<file path="config.mk">
export PLATFORM = sky130hd
export DESIGN_NAME = i2c_write_arbiter_flat
export DESIGN_NICKNAME = d
export VERILOG_FILES = /design/src/rtl/i2c_write_arbiter_if.sv /design/src/rtl/i2c_write_arbiter.sv /design/src/flat_wrapper.sv
export SDC_FILE = /design/constraint.sdc
export NUM_CORES = 1
export LEC_CHECK = 0
export ABC_AREA = 1
export CAP_MARGIN = 10
export CORE_ASPECT_RATIO = 0.75
export CORE_UTILIZATION = 50
export CTS_CLUSTER_SIZE = 25
export DETAILED_ROUTE_END_ITERATION = 12
export GPL_TIMING_DRIVEN = 0
export PLACE_DENSITY = 0.83
export SKIP_LAST_GASP = 1
export SLEW_MARGIN = 25
export SYNTH_ARGS = -nofsm -noshare
export SYNTH_HDL_FRONTEND = slang
export SYNTH_SLANG_ARGS = --single-unit
export TNS_END_PERCENT = 1
</file>
<file path="constraint.sdc">
create_clock -name clk -period 4 [get_ports clk]
set_input_delay 0.8 -clock clk [delete_from_list [all_inputs] [get_ports clk]]
set_output_delay 0.8 -clock clk [all_outputs]
set_load 0.02 [all_outputs]
</file>
<file path="src/rtl/i2c_write_arbiter_if.sv">
// i2c_write_arbiter_if
//   Bundles the requester-side command/response signals and the I2C engine
//   handshake of i2c_write_arbiter.
//   master : arbiter view (drives accept/response pulses and the engine launch)
//   slave  : environment view (requesters plus the I2C byte-write engine)
//   Requester side : req_valid[1:0], req_addr0/1[6:0], req_data0/1[7:0],
//                    req_ready[1:0], rsp_done[1:0], rsp_err[1:0]
//   Engine side    : m_start, m_addr[6:0], m_data[7:0], m_done, m_nack
//   Status         : busy
interface i2c_write_arbiter_if;
    logic [1:0] req_valid;
    logic [6:0] req_addr0;
    logic [7:0] req_data0;
    logic [6:0] req_addr1;
    logic [7:0] req_data1;
    logic [1:0] req_ready;
    logic [1:0] rsp_done;
    logic [1:0] rsp_err;
    logic       m_start;
    logic [6:0] m_addr;
    logic [7:0] m_data;
    logic       m_done;
    logic       m_nack;
    logic       busy;

    modport master (
        input  req_valid, req_addr0, req_data0, req_addr1, req_data1,
        input  m_done, m_nack,
        output req_ready, rsp_done, rsp_err,
        output m_start, m_addr, m_data, busy
    );

    modport slave (
        output req_valid, req_addr0, req_data0, req_addr1, req_data1,
        output m_done, m_nack,
        input  req_ready, rsp_done, rsp_err,
        input  m_start, m_addr, m_data, busy
    );
endinterface

</file>
<file path="src/rtl/i2c_write_arbiter.sv">
// i2c_write_arbiter
//   Shares one I2C byte-write engine between two requesters. Grants round-robin,
//   latches the winning address/data, launches the engine with a one-cycle
//   m_start pulse, retries NACKed writes after a short idle gap, aborts on a
//   watchdog timeout and returns a done/err pulse to the owning requester.
//   Ports:
//     clk  - system clock, posedge
//     rst  - asynchronous active-low reset
//     bus  - i2c_write_arbiter_if.master (requester and engine handshakes, busy)
//   All outputs are registered.
module i2c_write_arbiter #(
    parameter int unsigned MAX_RETRY      = 2,
    parameter int unsigned TIMEOUT_CYCLES = 1024,
    parameter int unsigned RETRY_GAP      = 4
) (
    input  logic                clk,
    input  logic                rst,
    i2c_write_arbiter_if.master bus
);
    localparam int unsigned TW = (TIMEOUT_CYCLES > 1) ? $clog2(TIMEOUT_CYCLES) : 1;
    localparam int unsigned RW = (MAX_RETRY > 0) ? $clog2(MAX_RETRY + 1) : 1;
    localparam int unsigned GW = (RETRY_GAP > 1) ? $clog2(RETRY_GAP) : 1;

    typedef enum logic [2:0] {
        IDLE,
        ISSUE,
        WAIT,
        GAP,
        RESP
    } state_e;

    state_e          state_q;
    logic            rr_ptr_q;
    logic            owner_q;
    logic [RW-1:0]   retry_cnt_q;
    logic [TW-1:0]   timer_q;
    logic [GW-1:0]   gap_q;
    logic [1:0]      req_ready_q;
    logic [1:0]      rsp_done_q;
    logic [1:0]      rsp_err_q;
    logic            m_start_q;
    logic [6:0]      m_addr_q;
    logic [7:0]      m_data_q;
    logic            busy_q;
    logic            grant_d;

    // Contention resolves to the round-robin pointer; otherwise the lone requester wins.
    always_comb begin
        grant_d = 1'b0;
        if (bus.req_valid == 2'b11) begin
            grant_d = rr_ptr_q;
        end else begin
            grant_d = bus.req_valid[1];
        end
    end

    always_ff @(posedge clk or negedge rst) begin
        if (!rst) begin
            state_q     <= IDLE;
            rr_ptr_q    <= 1'b0;
            owner_q     <= 1'b0;
            retry_cnt_q <= '0;
            timer_q     <= '0;
            gap_q       <= '0;
            req_ready_q <= '0;
            rsp_done_q  <= '0;
            rsp_err_q   <= '0;
            m_start_q   <= 1'b0;
            m_addr_q    <= '0;
            m_data_q    <= '0;
            busy_q      <= 1'b0;
        end else begin
            // Pulse outputs default low; each state raises only what it needs.
            req_ready_q <= '0;
            rsp_done_q  <= '0;
            rsp_err_q   <= '0;
            m_start_q   <= 1'b0;

            unique case (state_q)
                IDLE: begin
                    if (|bus.req_valid) begin
                        req_ready_q[grant_d] <= 1'b1;
                        m_addr_q    <= grant_d ? bus.req_addr1 : bus.req_addr0;
                        m_data_q    <= grant_d ? bus.req_data1 : bus.req_data0;
                        owner_q     <= grant_d;
                        rr_ptr_q    <= ~grant_d;
                        retry_cnt_q <= '0;
                        busy_q      <= 1'b1;
                        state_q     <= ISSUE;
                    end
                end

                ISSUE: begin
                    m_start_q <= 1'b1;
                    timer_q   <= '0;
                    state_q   <= WAIT;
                end

                WAIT: begin
                    // m_done has priority over the watchdog on the terminal cycle.
                    if (bus.m_done) begin
                        if (!bus.m_nack) begin
                            rsp_done_q[owner_q] <= 1'b1;
                            state_q             <= RESP;
                        end else if (retry_cnt_q < RW'(MAX_RETRY)) begin
                            retry_cnt_q <= retry_cnt_q + 1'b1;
                            gap_q       <= '0;
                            state_q     <= (RETRY_GAP == 0) ? ISSUE : GAP;
                        end else begin
                            rsp_done_q[owner_q] <= 1'b1;
                            rsp_err_q[owner_q]  <= 1'b1;
                            state_q             <= RESP;
                        end
                    end else if (timer_q == TW'(TIMEOUT_CYCLES - 1)) begin
                        rsp_done_q[owner_q] <= 1'b1;
                        rsp_err_q[owner_q]  <= 1'b1;
                        state_q             <= RESP;
                    end else begin
                        timer_q <= timer_q + 1'b1;
                    end
                end

                GAP: begin
                    if (gap_q == GW'(RETRY_GAP - 1)) begin
                        state_q <= ISSUE;
                    end else begin
                        gap_q <= gap_q + 1'b1;
                    end
                end

                RESP: begin
                    busy_q  <= 1'b0;
                    state_q <= IDLE;
                end

                default: begin
                    busy_q  <= 1'b0;
                    state_q <= IDLE;
                end
            endcase
        end
    end

    assign bus.req_ready = req_ready_q;
    assign bus.rsp_done  = rsp_done_q;
    assign bus.rsp_err   = rsp_err_q;
    assign bus.m_start   = m_start_q;
    assign bus.m_addr    = m_addr_q;
    assign bus.m_data    = m_data_q;
    assign bus.busy      = busy_q;
endmodule

</file>
<file path="src/flat_wrapper.sv">
// flat-port wrapper written by rule: the top's interface ports become plain ports
module i2c_write_arbiter_flat 
#(
    parameter int unsigned MAX_RETRY      = 2,
    parameter int unsigned TIMEOUT_CYCLES = 1024,
    parameter int unsigned RETRY_GAP      = 4
)
  (clk, rst, bus_req_valid, bus_req_addr0, bus_req_data0, bus_req_addr1, bus_req_data1, bus_m_done, bus_m_nack, bus_req_ready, bus_rsp_done, bus_rsp_err, bus_m_start, bus_m_addr, bus_m_data, bus_busy);
  i2c_write_arbiter_if bus_i ();
  input  logic clk;
  input  logic rst;
  input wire logic [$bits(bus_i.req_valid)-1:0] bus_req_valid;
  input wire logic [$bits(bus_i.req_addr0)-1:0] bus_req_addr0;
  input wire logic [$bits(bus_i.req_data0)-1:0] bus_req_data0;
  input wire logic [$bits(bus_i.req_addr1)-1:0] bus_req_addr1;
  input wire logic [$bits(bus_i.req_data1)-1:0] bus_req_data1;
  input wire logic [$bits(bus_i.m_done)-1:0] bus_m_done;
  input wire logic [$bits(bus_i.m_nack)-1:0] bus_m_nack;
  output wire logic [$bits(bus_i.req_ready)-1:0] bus_req_ready;
  output wire logic [$bits(bus_i.rsp_done)-1:0] bus_rsp_done;
  output wire logic [$bits(bus_i.rsp_err)-1:0] bus_rsp_err;
  output wire logic [$bits(bus_i.m_start)-1:0] bus_m_start;
  output wire logic [$bits(bus_i.m_addr)-1:0] bus_m_addr;
  output wire logic [$bits(bus_i.m_data)-1:0] bus_m_data;
  output wire logic [$bits(bus_i.busy)-1:0] bus_busy;
  assign bus_i.req_valid = bus_req_valid;
  assign bus_i.req_addr0 = bus_req_addr0;
  assign bus_i.req_data0 = bus_req_data0;
  assign bus_i.req_addr1 = bus_req_addr1;
  assign bus_i.req_data1 = bus_req_data1;
  assign bus_i.m_done = bus_m_done;
  assign bus_i.m_nack = bus_m_nack;
  assign bus_req_ready = bus_i.req_ready;
  assign bus_rsp_done = bus_i.rsp_done;
  assign bus_rsp_err = bus_i.rsp_err;
  assign bus_m_start = bus_i.m_start;
  assign bus_m_addr = bus_i.m_addr;
  assign bus_m_data = bus_i.m_data;
  assign bus_busy = bus_i.busy;
  i2c_write_arbiter #(.MAX_RETRY(MAX_RETRY), .TIMEOUT_CYCLES(TIMEOUT_CYCLES), .RETRY_GAP(RETRY_GAP)) u_core (.clk(clk), .rst(rst), .bus(bus_i));
endmodule
</file>
==> flow_metrics.tcl <==
set metrics [dict create \
    status "complete, no violations" \
    yosys_warnings 0 \
    clockRootBuffer "clkbuf_8" \
    cts_tree "built" \
    die_area_um2 4390 \
    critPathKind "reg -> out" \
    antenna_cells 0 \
    hp-class "in -> async" \
    setup_viol 0 \
    wl_per_cell_um 12.5 \
    grt_pass1_wl_um 7930 \
    syn_to_final_growth_pct 37.3 \
    drt_iter0_markers 189 \
    track_usage 0.234 \
    max_stage_delay_ns 0.62 \
    required_ns 3.20 \
    clockBufferDepth 2 \
    initial_core_util 0.542 \
    ys_types 32 \
    syn-cell-area_um2 2060 \
    post_cts_resized 0 \
    max_freq_ghz 0.480 \
    clk_latency_ns 0.29 \
    power.density_nw_per_um2 664 \
    ys_seq_area_frac 0.509 \
    via_per_inst 4.97 \
    r2r_slack_ns 2.37 \
    cts_buffers 5 \
    numPortBuffers 58 \
    ir_drop_mv 0.400 \
    fin_setup_tns_ns 0 \
    synthCells 261 \
    fin_crit_sh 0.521 \
    path_clk_slew_ns 0.08 \
    whs_ns 0.404 \
    reg2reg_from "u_core.timer_q[0]" \
    synth_top_family_by_area "simple AND/OR/NAND/NOR gates" \
    crit_path_max_fanout 2 \
    final_cell_count_no_fill 380 \
    end_kind "primary output" \
    critical_path.startpoint_type "flip-flop" \
    synth-compound-area-share 0.0885 \
    hold_viol_final 0 \
    post_cts.repair.setup_buffers 0 \
    ctsHoldBuffers 0 \
    io_pins 59 \
    synth_xor_area_frac 0.00424 \
    h-tree-depth 2 \
    min_period_ns 2.08 \
    cap_violations 0 \
    synth-adder-area-share 0.0121 \
    placed_cells 372 \
    leakage_nw 1.41 \
    syn_nets 299 \
    synth_area_per_cell_um2 7.91 \
    core_region_area_um2 3800 \
    crit_buf_inv 1 \
    antenna_found_initial 0 \
    ant_nets 0 \
    grt_pass1_vias 1750 \
    rows 19 \
    ys_ff_latch 42 \
    maxSlewHeadroom 0.732 \
    synthSimpleGateAreaFrac 0.324 \
    synthMuxAreaShare 0 \
    routed_wl_um 4740 \
    slowest_stage "clkdlybuf4s50_1" \
    drtPass1Iterations 4 \
    rr_worst_depth 9 \
    grt_max_degree 29 \
    crit_chain "clkdlybuf4s50_1" \
    hpwl_um 3460 \
    die_w_um 76.2 \
    rsz0062_at_grt "false" \
    finalMaxSlewViolations 0 \
    rr_endpoint "u_core.timer_q[1]" \
    drcViolationCount 0 \
    final_nets 365 \
    max_slew.worst_pin.slew_ns 0.402 \
    fp.dieH_um 57.6 \
    gr-total-overflow 0 \
    drive_gt1_frac 0.101 \
    fin_skew_ns 0.00557 \
    path_delay_family "buffers and inverters" \
    crit_arrival_ns 1.28 \
    clock-sinks 42 \
    gp_congestion 0.858 \
    vias 1889 \
]
flip-flops by register name, summed over array words and instances, names as in the netlist, 2 cells and up:
register,flops
u_core.bus.rsp_err,2
u_core.bus.m_data,8
u_core.retry_cnt_q,2
u_core.state_q,3
u_core.bus.req_ready,2
u_core.bus.m_addr,7
u_core.bus.rsp_done,2
u_core.timer_q,10
u_core.gap_q,2
power breakdown:
part	leakage (nW)	switching, mW	internal [mW]
clock	0.0579	0.147	0.184
combinational	0.803	0.530	0.367
sequential	0.544	0.0806	0.571
total	1.41	0.758	1.12
per-layer routing:
layer / GRT usage / routed length [um]
met5: 0 / 0
met3: 0.0504 / 240
met1: 0.314 / 2160
met4: 0.0769 / 42
met2: 0.388 / 2300
metrics by stage:
stage               power, mW  worst slack [ns]  instance area, um^2  utilization
floorplan                1.19              2.36                 2060            -
global placement         1.53              1.06                 2710        0.712
detailed placement       1.55              1.62                 2720        0.716
CTS                      1.89              1.91                 2830        0.745
global route             2.00              1.78                 2830        0.745
finish                   1.88              1.92                 2830        0.745
cell usage after synthesis:
| library cell | count | area share |
|---|---|---|
| a21oi_1 | 5 | 0.012 |
| nor2_1 | 51 | 0.093 |
| o22ai_1 | 1 | 0.0030 |
| o21bai_1 | 1 | 0.0036 |
| nand2_1 | 74 | 0.13 |
| or2_2 | 1 | 0.0030 |
| inv_2 | 4 | 0.0073 |
| o21a_1 | 1 | 0.0036 |
| nor3_1 | 2 | 0.0049 |
| nor3b_1 | 1 | 0.0036 |
| o21ai_0 | 18 | 0.044 |
| nand4_2 | 1 | 0.0061 |
| ha_1 | 2 | 0.012 |
| buf_6 | 1 | 0.0055 |
| o21ai_2 | 1 | 0.0042 |
| nor2_2 | 2 | 0.0061 |
| a21oi_4 | 1 | 0.0079 |
| buf_2 | 2 | 0.0049 |
| dfrtp_1 | 42 | 0.51 |
| nand2_4 | 1 | 0.0055 |
| a31oi_1 | 1 | 0.0030 |
| nand3_1 | 14 | 0.034 |
| o21ai_1 | 3 | 0.0073 |
| buf_4 | 2 | 0.0073 |
| inv_1 | 18 | 0.033 |
| nand2_2 | 3 | 0.0091 |
| clkbuf_1 | 1 | 0.0018 |
| nand3_2 | 2 | 0.0097 |
| clkinv_2 | 1 | 0.0024 |
| nand3_4 | 1 | 0.0085 |
| nand4_1 | 2 | 0.0061 |
| xor2_1 | 1 | 0.0042 |
worst register-to-register path: cells and delay by family, from the launching register on:
family / cells / cell delay, ns
fa+ha+maj: 1 / 0.22
buf+inv: 1 / 0.15
flops: 1 / 0.40
simple gates: 7 / 0.75
cells in the final DEF (no fill, tap or decap), drive strengths merged:
cell type and n:
nand2 78, clkdlybuf4s50 57, nor2 53, dfrtp 42, inv 22, o21ai 22
nand3 17, buf 7, a21oi 6, clkbuf 6, clkinv 3, nand4 3
nor3 2, ha 2, or2 1, o21bai 1, a31oi 1, xor2 1
o21a 1, o22ai 1, nor3b 1, bufinv 1
worst max-delay path by stage:
stage | startpoint | endpoint | cells after the start
after CTS | u_core.bus.m_data[7] | bus_m_data[7] | 1
final | u_core.bus.m_data[7] | bus_m_data[7] | 1
after detailed placement | bus_req_valid[1] | u_core.bus.m_data[1] | 7
after global placement | rst | u_core.bus.m_data[4] | 1
after floorplan | bus_req_valid[0] | u_core.bus.m_addr[4] | 6
after global routing | bus_req_valid[1] | u_core.bus.m_data[1] | 7
kinds of logic after synthesis:
logic type / after synthesis
xor+xnor: 1
flops: 42
buf+inv: 29
simple gates: 155
fa+ha+maj: 2
compound gates: 32
cell type report:
class,count,area (um^2)
Clock buffer,5,68.8
Buffer,6,40.0
Timing Repair Buffer,59,596
Tap cell,52,65.1
Multi-Input combinational cell,190,885
Sequential cell,42,1050
Inverter,23,87.6
Fill cell,306,971
Clock inverter,3,40.0
Power figures use the tool's default switching activity.
